`src/rtl/seq_det_pkg.sv`:
```
// Shared helpers for the serial pattern detector: state width and the
// elaboration-time KMP next-state function.
package seq_det_pkg;

  function automatic int clog2_state(input int width);
    return $clog2(width + 1);
  endfunction

  // Next state from "k bits of pattern matched" after receiving b. Pattern bit j
  // (j = 0 is the first bit received) lives at pattern[width-1-j]. From the full
  // match state the next state may be a full match again (self-overlapping patterns).
  function automatic int failure_next(input logic [15:0] pattern, input int width,
                                      input int k, input logic b);
    logic [16:0] s;
    int          res;
    logic        hit;
    res = 0;
    if (k < width && b == pattern[width-1-k]) return k + 1;
    s = '0;
    for (int j = 0; j < k; j++) s[j] = pattern[width-1-j];
    s[k] = b;
    for (int len = 1; len <= k && len <= width; len++) begin
      hit = 1'b1;
      for (int j = 0; j < len; j++)
        if (s[k+1-len+j] != pattern[width-1-j]) hit = 1'b0;
      if (hit) res = len;
    end
    return res;
  endfunction

endpackage

```
`src/rtl/seq_det_counter.sv`:
```
// Saturating up-counter: counts enabled cycles, sticks at all-ones.
module seq_det_counter #(
  parameter int W = 8
) (
  input  logic         clk,
  input  logic         rst,
  input  logic         inc,
  output logic [W-1:0] cnt
);

  always_ff @(posedge clk or negedge rst) begin
    if (!rst)                   cnt <= '0;
    else if (inc && cnt != '1)  cnt <= cnt + 1'b1;
  end

endmodule

```
`src/rtl/seq_detector_1011.sv`:
```
// Moore serial pattern detector with KMP transitions and a saturating match counter.
//   state     | meaning
//   0         | no prefix of the pattern matched (S0)
//   1..W-1    | that many leading pattern bits matched
//   W         | DETECT: full pattern just received, dout high
module seq_detector_1011
  import seq_det_pkg::*;
#(
  parameter int                 PATTERN_W = 4,
  parameter logic [PATTERN_W-1:0] PATTERN = 4'b1011,
  parameter bit                 OVERLAP   = 1'b1,
  parameter int                 CNT_W     = 8
) (
  input  logic                                din,
  input  logic                                clk,
  input  logic                                rst,
  output logic                                dout,
  output logic [CNT_W-1:0]                    match_cnt,
  output logic [clog2_state(PATTERN_W)-1:0]   state
);

  localparam int SW    = clog2_state(PATTERN_W);
  localparam int TBL_N = 2 ** (SW + 1);
  localparam logic [SW-1:0] S_DET = SW'(PATTERN_W);

  logic [SW-1:0] state_nxt;
  logic [SW-1:0] nxt_tbl [TBL_N];

  // Transition table indexed by {state, din}; unreachable encodings fall back to S0.
  for (genvar i = 0; i < TBL_N; i++) begin : g_tbl
    localparam int K    = i / 2;
    localparam int KEFF = (K > PATTERN_W || (K == PATTERN_W && !OVERLAP)) ? 0 : K;
    localparam int NXT  = (K > PATTERN_W) ? 0
                          : failure_next(16'(PATTERN), PATTERN_W, KEFF, (i % 2) == 1);
    assign nxt_tbl[i] = SW'(NXT);
  end

  always_ff @(posedge clk or negedge rst) begin
    if (!rst) state <= '0;
    else      state <= state_nxt;
  end

  always_comb begin
    state_nxt = '0;
    state_nxt = nxt_tbl[{state, din}];
  end

  assign dout = (state == S_DET);

  seq_det_counter #(.W(CNT_W)) u_cnt (
    .clk (clk),
    .rst (rst),
    .inc (state_nxt == S_DET),
    .cnt (match_cnt)
  );

endmodule

```
`config.mk`:
```
export PLATFORM = sky130hd
export DESIGN_NAME = seq_detector_1011
export DESIGN_NICKNAME = d
export VERILOG_FILES = /design/src/rtl/seq_det_pkg.sv /design/src/rtl/seq_det_counter.sv /design/src/rtl/seq_detector_1011.sv
export SDC_FILE = /design/constraint.sdc
export NUM_CORES = 1
export LEC_CHECK = 0
export ABC_AREA = 1
export CAP_MARGIN = 20
export CORE_MARGIN = 8
export CORE_UTILIZATION = 30
export DETAILED_ROUTE_END_ITERATION = 6
export SETUP_SLACK_MARGIN = 0.1
export SYNTH_ARGS = -nofsm -noshare
export SYNTH_HDL_FRONTEND = slang
export SYNTH_SLANG_ARGS = --single-unit
```
`constraint.sdc`:
```
create_clock -name clk -period 1.5 [get_ports clk]
set_clock_uncertainty 0.1 [all_clocks]
set_input_delay 0.3 -clock clk [delete_from_list [all_inputs] [get_ports clk]]
set_output_delay 0.3 -clock clk [all_outputs]
set_load 0.01 [all_outputs]
```
# [Word level (Yosys, flattened, before mapping)]
# Memories as Yosys holds them, arrays and structs flattened.
# Index checks and enable logic that the tools add are counted.
# Widths: inputs -> output; s select.
[word_totals] regBits=11 rom_bits=48 mem_count=1 inputBits=3 mem_bits_rw=0 latch_bits=0
[classes] reduce_logical=1 n_bitwise=1 n_addsub=1 eq_ne=3 n_lt_le_gt_ge=1 n_mul=0 muxes=2 div_mod_pow=0 n_shift=0
[mem_list] memory="(name not given)" words=16 width=3 rd=1 rd_clocked_by_memory_dff=0 wr=0 line="seq_detector_1011.sv:45" source="state_nxt = nxt_tbl[{state, din}];"
[ops] operator="$add 8x1->8 const B" n=1
[ops] operator="$ne 8x8->1 const B" n=1
[ops] operator="$eq 3x3->1 const B" n=2
[ops] operator="$mux 3" n=2
[ops] operator="$ge 5x5->1 const B" n=1
[ops] operator="$not 4->5" n=1
[ops] operator="$logic_and 1x1->1" n=1

# [Longest topological paths before layout]
# Gate-level depths: netlist of run 1.
[depth] word_depth=6 mapped_depth=11 ltp_nobuf=10

# [By module]
# From an unflattened synthesis of run 1, not the netlist that was laid out.
[unflattened] hier_cells=89 area_unflattened_um2=690.7
[by_module_without_submodules] mod="seq_det_counter" instances=1 cells_each=63 seq_area_each_um2=200.2 area_each_um2=483.0
[by_module_without_submodules] mod="seq_detector_1011" instances=1 cells_each=26 seq_area_each_um2=75.1 area_each_um2=207.7

# [Least setup slack after synthesis of run 1]
# Ideal clock, no wire load.
[synth_timing] path_type="flip-flop to flip-flop" startpoint="register state[0]" endpoint="register u_cnt.cnt[5]" synth_period_minus_slack_ps=1620 path_stages_with_launch=12 arrival_ps=1403 slack_ps=-120 required_ps=1283 cell_sequence="dfrtp_1 -> inv_1 -> ha_1 -> inv_1 -> nand2_1 -> nand2_1 -> nand4_1 -> nor2_2 -> buf_6 -> nand2_1 -> nand2_1 -> nand2_1"
[synth_via] elab_chain_cells=6
[synth_rtl] element="start, declared" line="seq_detector_1011.sv:19" source="output logic [clog2_state(PATTERN_W)-1:0] state"
[synth_rtl] element="start signal, assigned" line="seq_detector_1011.sv:40" source="else state <= state_nxt;"
[synth_rtl] element="$not 4->5 (not written as such)" line="seq_detector_1011.sv:45"
[synth_rtl] element="$mem_v2 16x3"
[synth_rtl] element="$mux 3 (not written as such) (2 in a row)" line="seq_detector_1011.sv:45"
[synth_rtl] element="$eq 3x3->1" line="seq_detector_1011.sv:53" source=".inc (state_nxt == S_DET),"
[synth_rtl] element="$logic_and 1x1->1" line="seq_det_counter.sv:13" source="else if (inc && cnt != '1) cnt <= cnt + 1'b1;"
[synth_rtl] element="end signal, assigned" line="seq_det_counter.sv:13"
[synth_rtl] element="end, declared" line="seq_det_counter.sv:8" source="output logic [W-1:0] cnt"
# Every way passes these cells. The select of a mux whose other input is x is not followed.
# A chain may end at the register's enable or synchronous reset.

# [Final worst setup path of run 1]
[layout_timing] startpoint="register state[0]" endpoint="register u_cnt.cnt[4]"
# The elaborated chain is that of the path after synthesis.

==> summary.md, run 1 <==
| Metric | Value |
|---|---|
| Site Rows | `17` |
| Post-route antenna net violation count | `0` |
| Die area | `0.00404 sq mm` |
| Core ar. | `0.00217 sq mm` |
| Layout cells sized above 1 | `0.406` |
| Fmax | `598 MHz` |
| Die Y | `63.6 microns` |
| Finish-stage setup viols | `10` |
| Share of the synthesized area in the top cell type | `0.405` |
| Htree depth | `1` |
| CTS tree | `built` |
| CTS sink count | `11` |
| Ys Warns | `0` |
| IO Port Bufs | `14` |
| Initial antenna violation count | `0` |
| CP Max Fanout | `4` |
| Vias per Instance | `4.54` |
| Max-Cap Viols | `0` |
| Post-Syn Instances | `91` |
| R2R Path Start | `state[0]$_DFF_PN0_` |
| Vias in the first global route | `734` |
| Avg Inst Size Synth | `7.47 sq um` |
| Sequential area share after synthesis | `0.405` |
| Post-DP HPWL | `1310 microns` |
| CP endpoint | `u_cnt.cnt[4]$_DFFE_PN0P_` |
| CTS root buf | `clkbuf_4` |
| Vias | `731` |
| Worst VDD drop | `0.820 mV` |
| Crit path setup slack, layout | `-0.172 ns` |
| Fill cells | `222` |
| Crit end category | `flip-flop` |
| I/O pin count | `15` |
| N_diodes | `0` |
| Worst hold path type | `input port to asynchronous set/reset pin` |
| Placer Congestion | `0.803` |
| Synth area leader | `dfrtp_1` |
| Net count after synthesis | `99` |
| Seq cells post-synth | `11` |
| Initial Util | `0.313` |
| DR pass1 iterations | `4` |
| Clk_lat worst skew | `0.28 ns` |
| Fin. max-slew vios | `0` |
| Crit Path Class | `flip-flop to flip-flop` |
| Tot Pwr | `1.39 mW` |
| Setup TNS | `-1.30 ns` |
| WL final | `1840 microns` |
| Final Hold Viols | `0` |
| Met2 Usage GRT | `0.163` |
| Clk slew on worst S/H paths | `0.08 ns` |
| Status | `complete, but fails checks` |
| # DRC | `0` |
| Register-to-Register Path Depth | `11` |
| Pin slew with the least headroom to its limit | `0.243 ns` |
| GRT Total Usage | `0.0976` |
| R2R Setup Slk | `-0.17 ns` |
| Global-route wire length before repair | `3140 microns` |
| Max clock buf depth | `2` |
| FF-to-FF End | `u_cnt.cnt[4]$_DFFE_PN0P_` |
| Place WS | `-0.598 ns` |
| GRT met3 Usage | `0.0159` |
| Post-Synthesis Cell Area | `679 sq um` |
| CTS Buf Count | `3` |
| Min Tclk post-route | `1.67 ns` |
| Die Wd | `63.6 microns` |
| Met1 global-route usage | `0.104` |
| DRT iter0 DRCs | `12` |
| Startpoint Class | `flip-flop` |
| Synth cell types | `16` |
| Area Growth Syn to Fin | `65.7%` |
| Req. time, crit path | `1.57 ns` |
| RSZ-0062 raised after global routing | `true` |
| Area contributors post-synth | `dfrtp_1 41%, nand2_1 17%, nand3_1 9.6%, ha_1 9.2%, inv_1 6.1%` |
| Pwr dens | `1230 mW/mm^2` |
| Layout Cells excl Fill | `161` |
| Critical Path Source | `state[0]$_DFF_PN0_` |
| Largest net degree at the start of global routing | `12` |
| Wire length per cell | `11.4 microns` |
| Total grt overflow | `0` |
| Slew headroom | `0.837` |
| Tcrit/Tclk final | `1.11` |
| Post-layout nets | `142` |
| Hold WS | `0.210 ns` |
| Grt peak-use layer | `met2` |
| Pleak | `0.606 nW` |
| Cell count after placement | `147` |
| Arr. time, crit path | `1.74 ns` |
| Failing checks | `negative setup slack` |
-- critical path, cell delays in order (launching register included) --
cell	delay, ns
dfrtp_2	0.44
inv_2	0.09
ha_4	0.20
inv_2	0.05
nand2_2	0.04
nand2_2	0.06
nand4_1	0.12
nor2_4	0.19
buf_6	0.13
nand2_2	0.04
nand2_1	0.05
nand2_1	0.05
-- metal layers --
| layer | vias to the layer above | share of wire |
|---|---|---|
| met4 | 0 | 0.047 |
| met3 | 8 | 0.023 |
| met1 | 339 | 0.42 |
| met5 | - | 0 |
| li1 | 373 | - |
| met2 | 11 | 0.51 |
-- worst min path at each step --
stage | from | to | slack, ns | cells past startpoint
floorplan | rst | state[0]$_DFF_PN0_ | -0.1 | 0
global placement | u_cnt.cnt[0]$_DFFE_PN0P_ | u_cnt.cnt[0]$_DFFE_PN0P_ | 0.41 | 2
detailed placement | u_cnt.cnt[1]$_DFFE_PN0P_ | u_cnt.cnt[1]$_DFFE_PN0P_ | 0.42 | 2
CTS | rst | state[2]$_DFF_PN0_ | 0.21 | 2
global route | rst | u_cnt.cnt[0]$_DFFE_PN0P_ | 0.22 | 2
finish | rst | u_cnt.cnt[0]$_DFFE_PN0P_ | 0.21 | 2
-- kinds of logic after synthesis --
family                     Yosys count  synth area share
AOI/OAI and AO/OA                    1           0.00736
xor gates and xnor gates             2            0.0258
adders and majority gates            5            0.0921
buffers and inverters               14            0.0884
DFF                                 11             0.405
and+or+nand+nor                     58             0.381
-- final cells by class --
type	count	area, sq um	share of cell area
multi-input cells	66	407	0.361
repair buffers	39	332	0.294
flip-flops and latches	11	277	0.246
inverters	13	48.8	0.0433
well taps	28	35.0	0.0311
clock buffers	3	22.5	0.0200
clock inverters	1	5.00	0.00444
-- synthesized netlist by cell type, drive strengths merged --
| library cell | n |
|---|---|
| nand2 | 32 |
| nor3 | 1 |
| nand3b | 1 |
| nand3 | 13 |
| inv | 13 |
| buf | 1 |
| dfrtp | 11 |
| nand4 | 3 |
| o21ai | 1 |
| nor2 | 8 |
| xor2 | 2 |
| ha | 5 |
-- what timing repair did --
item,4_1_cts,5_1_grt
hold buffers,0,0
endpoints found under the setup margin,20,14
pin swaps,7,4
setup buffers,9,3
gates resized for setup,48,6
-- state kept, by name (all words and copies together) (netlist names) --
register	cells
u_cnt.cnt	8
state	3
-- metrics by stage --
step           area [sq um]   util
2_1_floorplan           679      -
3_3_place_gp            956  0.441
3_5_place_dp            956  0.441
4_1_cts                1090  0.503
5_1_grt                1130  0.519
6_report               1130  0.519
-- placed cells by master (no fill, tap or decap), types with 3 or more instances in the layout --
| master | count |
|---|---|
| nand2_1 | 24 |
| clkdlybuf4s15_1 | 3 |
| nand4_1 | 3 |
| buf_6 | 7 |
| buf_4 | 20 |
| inv_2 | 6 |
| inv_1 | 7 |
| clkbuf_4 | 3 |
| nand2_2 | 8 |
| dfrtp_1 | 10 |
| ha_4 | 3 |
| dlygate4sd2_1 | 6 |
| nor2_1 | 5 |
| nand3_1 | 13 |
-- power breakdown --
group,leakage [nW],internal (mW),switching [mW],total [mW]
Clock,0.0177,0.0989,0.114,0.213
Combinational,0.442,0.395,0.356,0.751
Sequential,0.147,0.365,0.0595,0.425
Total,0.606,0.859,0.530,1.39
Power figures use the tool's default switching activity.
==> run 2, diff against run 1 <==
--- a/config.mk
+++ b/config.mk
@@ -13,4 +13,5 @@
 export SETUP_SLACK_MARGIN = 0.1
 export SYNTH_ARGS = -nofsm -noshare
 export SYNTH_HDL_FRONTEND = slang
+export SYNTH_HIERARCHICAL = 1
 export SYNTH_SLANG_ARGS = --single-unit
==> summary.md, run 2 <==
| Metric | Value |
|---|---|
| Status | `complete, but fails checks (unchanged)` |
| Failing checks | `negative setup slack (unchanged)` |
| Sw frac | `0.375 (was 0.381)` |
| Fin. max-slew vios | `0 (unchanged)` |
| Int Power | `0.752 mW (was 0.859 mW)` |
| Most used DFF post-synth | `dfrtp_1 (unchanged)` |
| Hold_buf cts | `0 (unchanged)` |
| Crit end category | `flip-flop (unchanged)` |
| Die Y | `64.0 microns (was 63.6 microns)` |
| Initial antenna violation count | `0 (unchanged)` |
| Avg Inst Size Synth | `7.76 sq um (was 7.47 sq um)` |
| Max reg flops | `8 (unchanged)` |
| Vias | `692 (was 731)` |
| Net count after synthesis | `97 (was 99)` |
| Share of the synthesized area in the top cell type | `0.399 (was 0.405)` |
| Most common cell after layout, fill and taps aside | `nand2_1 (unchanged)` |
| Die area | `0.00409 sq mm (was 0.00404 sq mm)` |
| Largest regs | `u_cnt/cnt x8, state x3 (was u_cnt.cnt x8, state x3)` |
| Comb pwr share | `0.503 (was 0.541)` |
| Area Growth Syn to Fin | `62.7% (was 65.7%)` |
| Crit path setup slack, layout | `-0.194 ns (was -0.172 ns)` |
| Synth area leader | `dfrtp_1 (unchanged)` |
| Synth cell count leaders | `33 x nand2_1, 11 x dfrtp_1, 9 x nand3_1 (was 31 x nand2_1, 13 x nand3_1, 11 x dfrtp_1, 11 x inv_1, 6 x nor2_1)` |
| Vias in the first global route | `680 (was 734)` |
| Post-Syn Instances | `89 (was 91)` |
| Worst path top cell family by delay | `simple AND/OR/NAND/NOR gates (unchanged)` |
| Post-Synthesis Cell Area | `691 sq um (was 679 sq um)` |
| Multiplexer share of the synthesized area | `0 (unchanged)` |
| Arr. time, crit path | `1.76 ns (was 1.74 ns)` |
| Area contributors post-synth | `dfrtp_1 40%, nand2_1 18%, ha_1 9.1%, nand3_1 6.5%, inv_1 3.8% (was dfrtp_1 41%, nand2_1 17%, nand3_1 9.6%, ha_1 9.2%, inv_1 6.1%)` |
| RSZ-0062 raised after global routing | `true (unchanged)` |
| Layout cells sized above 1 | `0.430 (was 0.406)` |
| Pleak | `0.565 nW (was 0.606 nW)` |
| Global-route wire length before repair | `2990 microns (was 3140 microns)` |
| Wire length per cell | `10.9 microns (was 11.4 microns)` |
| Tcrit/Tclk final | `1.13 (was 1.11)` |
| Die Wd | `64.0 microns (was 63.6 microns)` |
| CTS tree | `built (unchanged)` |
| Post-layout nets | `137 (was 142)` |
| Total grt overflow | `0 (unchanged)` |
| Slew headroom | `0.855 (was 0.837)` |
| Seq cells post-synth | `11 (unchanged)` |
| Cell count after placement | `146 (was 147)` |
| GRT Total Usage | `0.0902 (was 0.0976)` |
| Top-count cell post-synth | `nand2_1 (unchanged)` |
| Initial Util | `0.315 (was 0.313)` |
| DR WL met3 | `62 microns (was 43 microns)` |
| Largest Register | `u_cnt/cnt (was u_cnt.cnt)` |
| Clk_lat worst skew | `0.27 ns (was 0.28 ns)` |
| Wire length on met2 | `904 microns (was 944 microns)` |
| Startpoint Class | `flip-flop (unchanged)` |
| Req. time, crit path | `1.56 ns (was 1.57 ns)` |
| Placer Congestion | `0.806 (was 0.803)` |
| Synth cell types | `19 (was 16)` |
| Final Hold Viols | `0 (unchanged)` |
| Top Layer Used | `met3 (was met4)` |
| Slowest Stage Delay on Critical Path | `0.42 ns (was 0.44 ns)` |
| Largest net degree at the start of global routing | `12 (unchanged)` |
| Asr flop ratio synth | `1.00 (unchanged)` |
| CP Cell Sequence | `inv_2 > ha_4 > nand2_2 > nand2_2 > nand2_4 > nand3_4 > nor2_4 > nand2_1 > nor2_2 > nand2_1 > nor2_1 > nor2_1 (was inv_2 > ha_4 > inv_2 > nand2_2 > nand2_2 > nand4_1 > nor2_4 > buf_6 > nand2_2 > nand2_1 > nand2_1)` |
| Adder-cell share of the synthesized area | `0.0906 (was 0.0921)` |
| Power share of the clock group | `0.168 (was 0.153)` |
| Sequential area share after synthesis | `0.399 (was 0.405)` |
| Number of buffers and inverters on the critical path | `1 (was 3)` |
| Worst hold path type | `input port to asynchronous set/reset pin (unchanged)` |
| Compound-Gate Fraction of Synth Area | `0.0145 (was 0.00737)` |
| Site Rows | `17 (unchanged)` |
| Finish-stage setup viols | `9 (was 10)` |
| Post-route antenna net violation count | `0 (unchanged)` |
| Crit Path Class | `flip-flop to flip-flop (unchanged)` |
| Layout Cells excl Fill | `156 (was 161)` |
| # DRC | `0 (unchanged)` |
| Pwr dens | `1070 mW/mm^2 (was 1230 mW/mm^2)` |
| Combinational family with the most area after synthesis | `simple AND/OR/NAND/NOR gates (unchanged)` |
| Place WS | `-0.652 ns (was -0.598 ns)` |
| Most frequent cells in the layout | `27 x nand2_1, 21 x buf_4, 11 x dfrtp_1, 8 x dlygate4sd2_1 (was 24 x nand2_1, 20 x buf_4, 13 x nand3_1, 10 x dfrtp_1, 8 x nand2_2)` |
| Sequential Power Share | `0.329 (was 0.306)` |
| Met1 Routed Length | `736 microns (was 765 microns)` |
| Post-DP HPWL | `1260 microns (was 1310 microns)` |
| Fill cells | `201 (was 222)` |
| Worst VDD drop | `0.414 mV (was 0.820 mV)` |
| NetSw | `0.451 mW (was 0.530 mW)` |
| IO Port Bufs | `14 (unchanged)` |
| Vias per Instance | `4.44 (was 4.54)` |
| Post-synth EDFFs | `0 (unchanged)` |
| Fmax | `590 MHz (was 598 MHz)` |
| Min Tclk post-route | `1.69 ns (was 1.67 ns)` |
| Htree depth | `1 (unchanged)` |
| Xor/xnor share of the synthesized area | `0.0254 (was 0.0258)` |
| CP Max Fanout | `4 (unchanged)` |
| Synth Area in Simple Gates | `0.413 (was 0.381)` |
| DRT iter0 DRCs | `29 (was 12)` |
| CTS root buf | `clkbuf_4 (unchanged)` |
| Max clock buf depth | `2 (unchanged)` |
| Ys Warns | `6 (was 0)` |
| Pin slew with the least headroom to its limit | `0.217 ns (was 0.243 ns)` |
| Clk slew on worst S/H paths | `0.07 ns (was 0.08 ns)` |
| N_diodes | `0 (unchanged)` |
| Max-Cap Viols | `0 (unchanged)` |
| Final Util | `0.513 (was 0.519)` |
| DR pass1 iterations | `4 (unchanged)` |
| Core ar. | `0.00219 sq mm (was 0.00217 sq mm)` |
| Cell type of the slowest stage on the worst timing path | `dfrtp_1 (was dfrtp_2)` |
| CTS Buf Count | `3 (unchanged)` |
| I/O pin count | `15 (unchanged)` |
| CTS sink count | `11 (unchanged)` |
| WL final | `1700 microns (was 1840 microns)` |
## run 2: changes by cell type after synthesis, moves of 2 or more
cell and delta:
nand3_1 -4, nand4_1 -3, nand2_1 +2, inv_1 -4
## run 2: power groups by stage
stage,clock [mW],combinational (mW),sequential [mW]
after floorplan,0,0.182,0.456
after global placement,0,0.484,0.419
after detailed placement,0,0.495,0.418
after CTS,0.215,0.568,0.396
after global routing,0.232,0.659,0.402
final,0.202,0.605,0.396
## run 2: layout make-up
cell class              count  area, sq um  area share
multi-input cells          68          473       0.421
flip-flops and latches     11          275       0.245
repair buffers             35          274       0.244
inverters                  10         40.0      0.0356
well taps                  28         35.0      0.0312
clock buffers               4         26.3      0.0234
## run 2: per-layer routing
metal  global-route usage  vias up
met3               0.0314        0
met5                    0        -
met1                0.101      329
met2                0.147        9
met4               0.0501        0
li1                     -      354
## run 2: path summary, 6_finish.rpt
kind                                          start                       end  slack [ns]  cells past startpoint
setup / recovery                 state[0]$_DFF_PN0_  u_cnt/cnt[3]$_DFFE_PN0P_       -0.19                     12
hold / removal                                  rst  u_cnt/cnt[7]$_DFFE_PN0P_        0.23                      2
setup reg to reg                 state[0]$_DFF_PN0_  u_cnt/cnt[3]$_DFFE_PN0P_       -0.19                     12
hold reg to reg            u_cnt/cnt[5]$_DFFE_PN0P_  u_cnt/cnt[5]$_DFFE_PN0P_        0.50                      3
max in group asynchronous                       rst  u_cnt/cnt[0]$_DFFE_PN0P_        0.92                      2
min in group clk           u_cnt/cnt[5]$_DFFE_PN0P_  u_cnt/cnt[5]$_DFFE_PN0P_        0.50                      3
## run 2: logic make-up (layout without fill, tap and decap cells)
family	after synthesis	after routing
flops	11	11
xor+xnor	2	2
simple gates	59	59
buf+inv	10	49
compound gates	2	2
fa+ha+maj	5	5
## run 2: what timing repair did
item | in CTS | in global routing
pin swaps | 10 | 9
resized for setup | 32 | 7
setup buffers | 4 | 2
setup endpoints to repair | 20 | 12
## run 2: through the flow
step	setup TNS [ns]	power, mW	hold WS [ns]	instance area (sq um)
2_1_floorplan	-0.668	0.638	-0.0956	718
3_3_place_gp	-4.51	0.903	0.429	1010
3_5_place_dp	-4.92	0.913	0.420	1010
4_1_cts	-0.942	1.18	0.222	1080
5_1_grt	-1.74	1.29	0.230	1120
6_report	-1.00	1.20	0.227	1120
## run 2: worst register-to-register path, delay by kind of cell, from the launching register on
kind                       cells  cell delay (ns)
and+or+nand+nor               10             0.82
buffers and inverters          1             0.09
DFF                            1             0.42
adders and majority gates      1             0.17
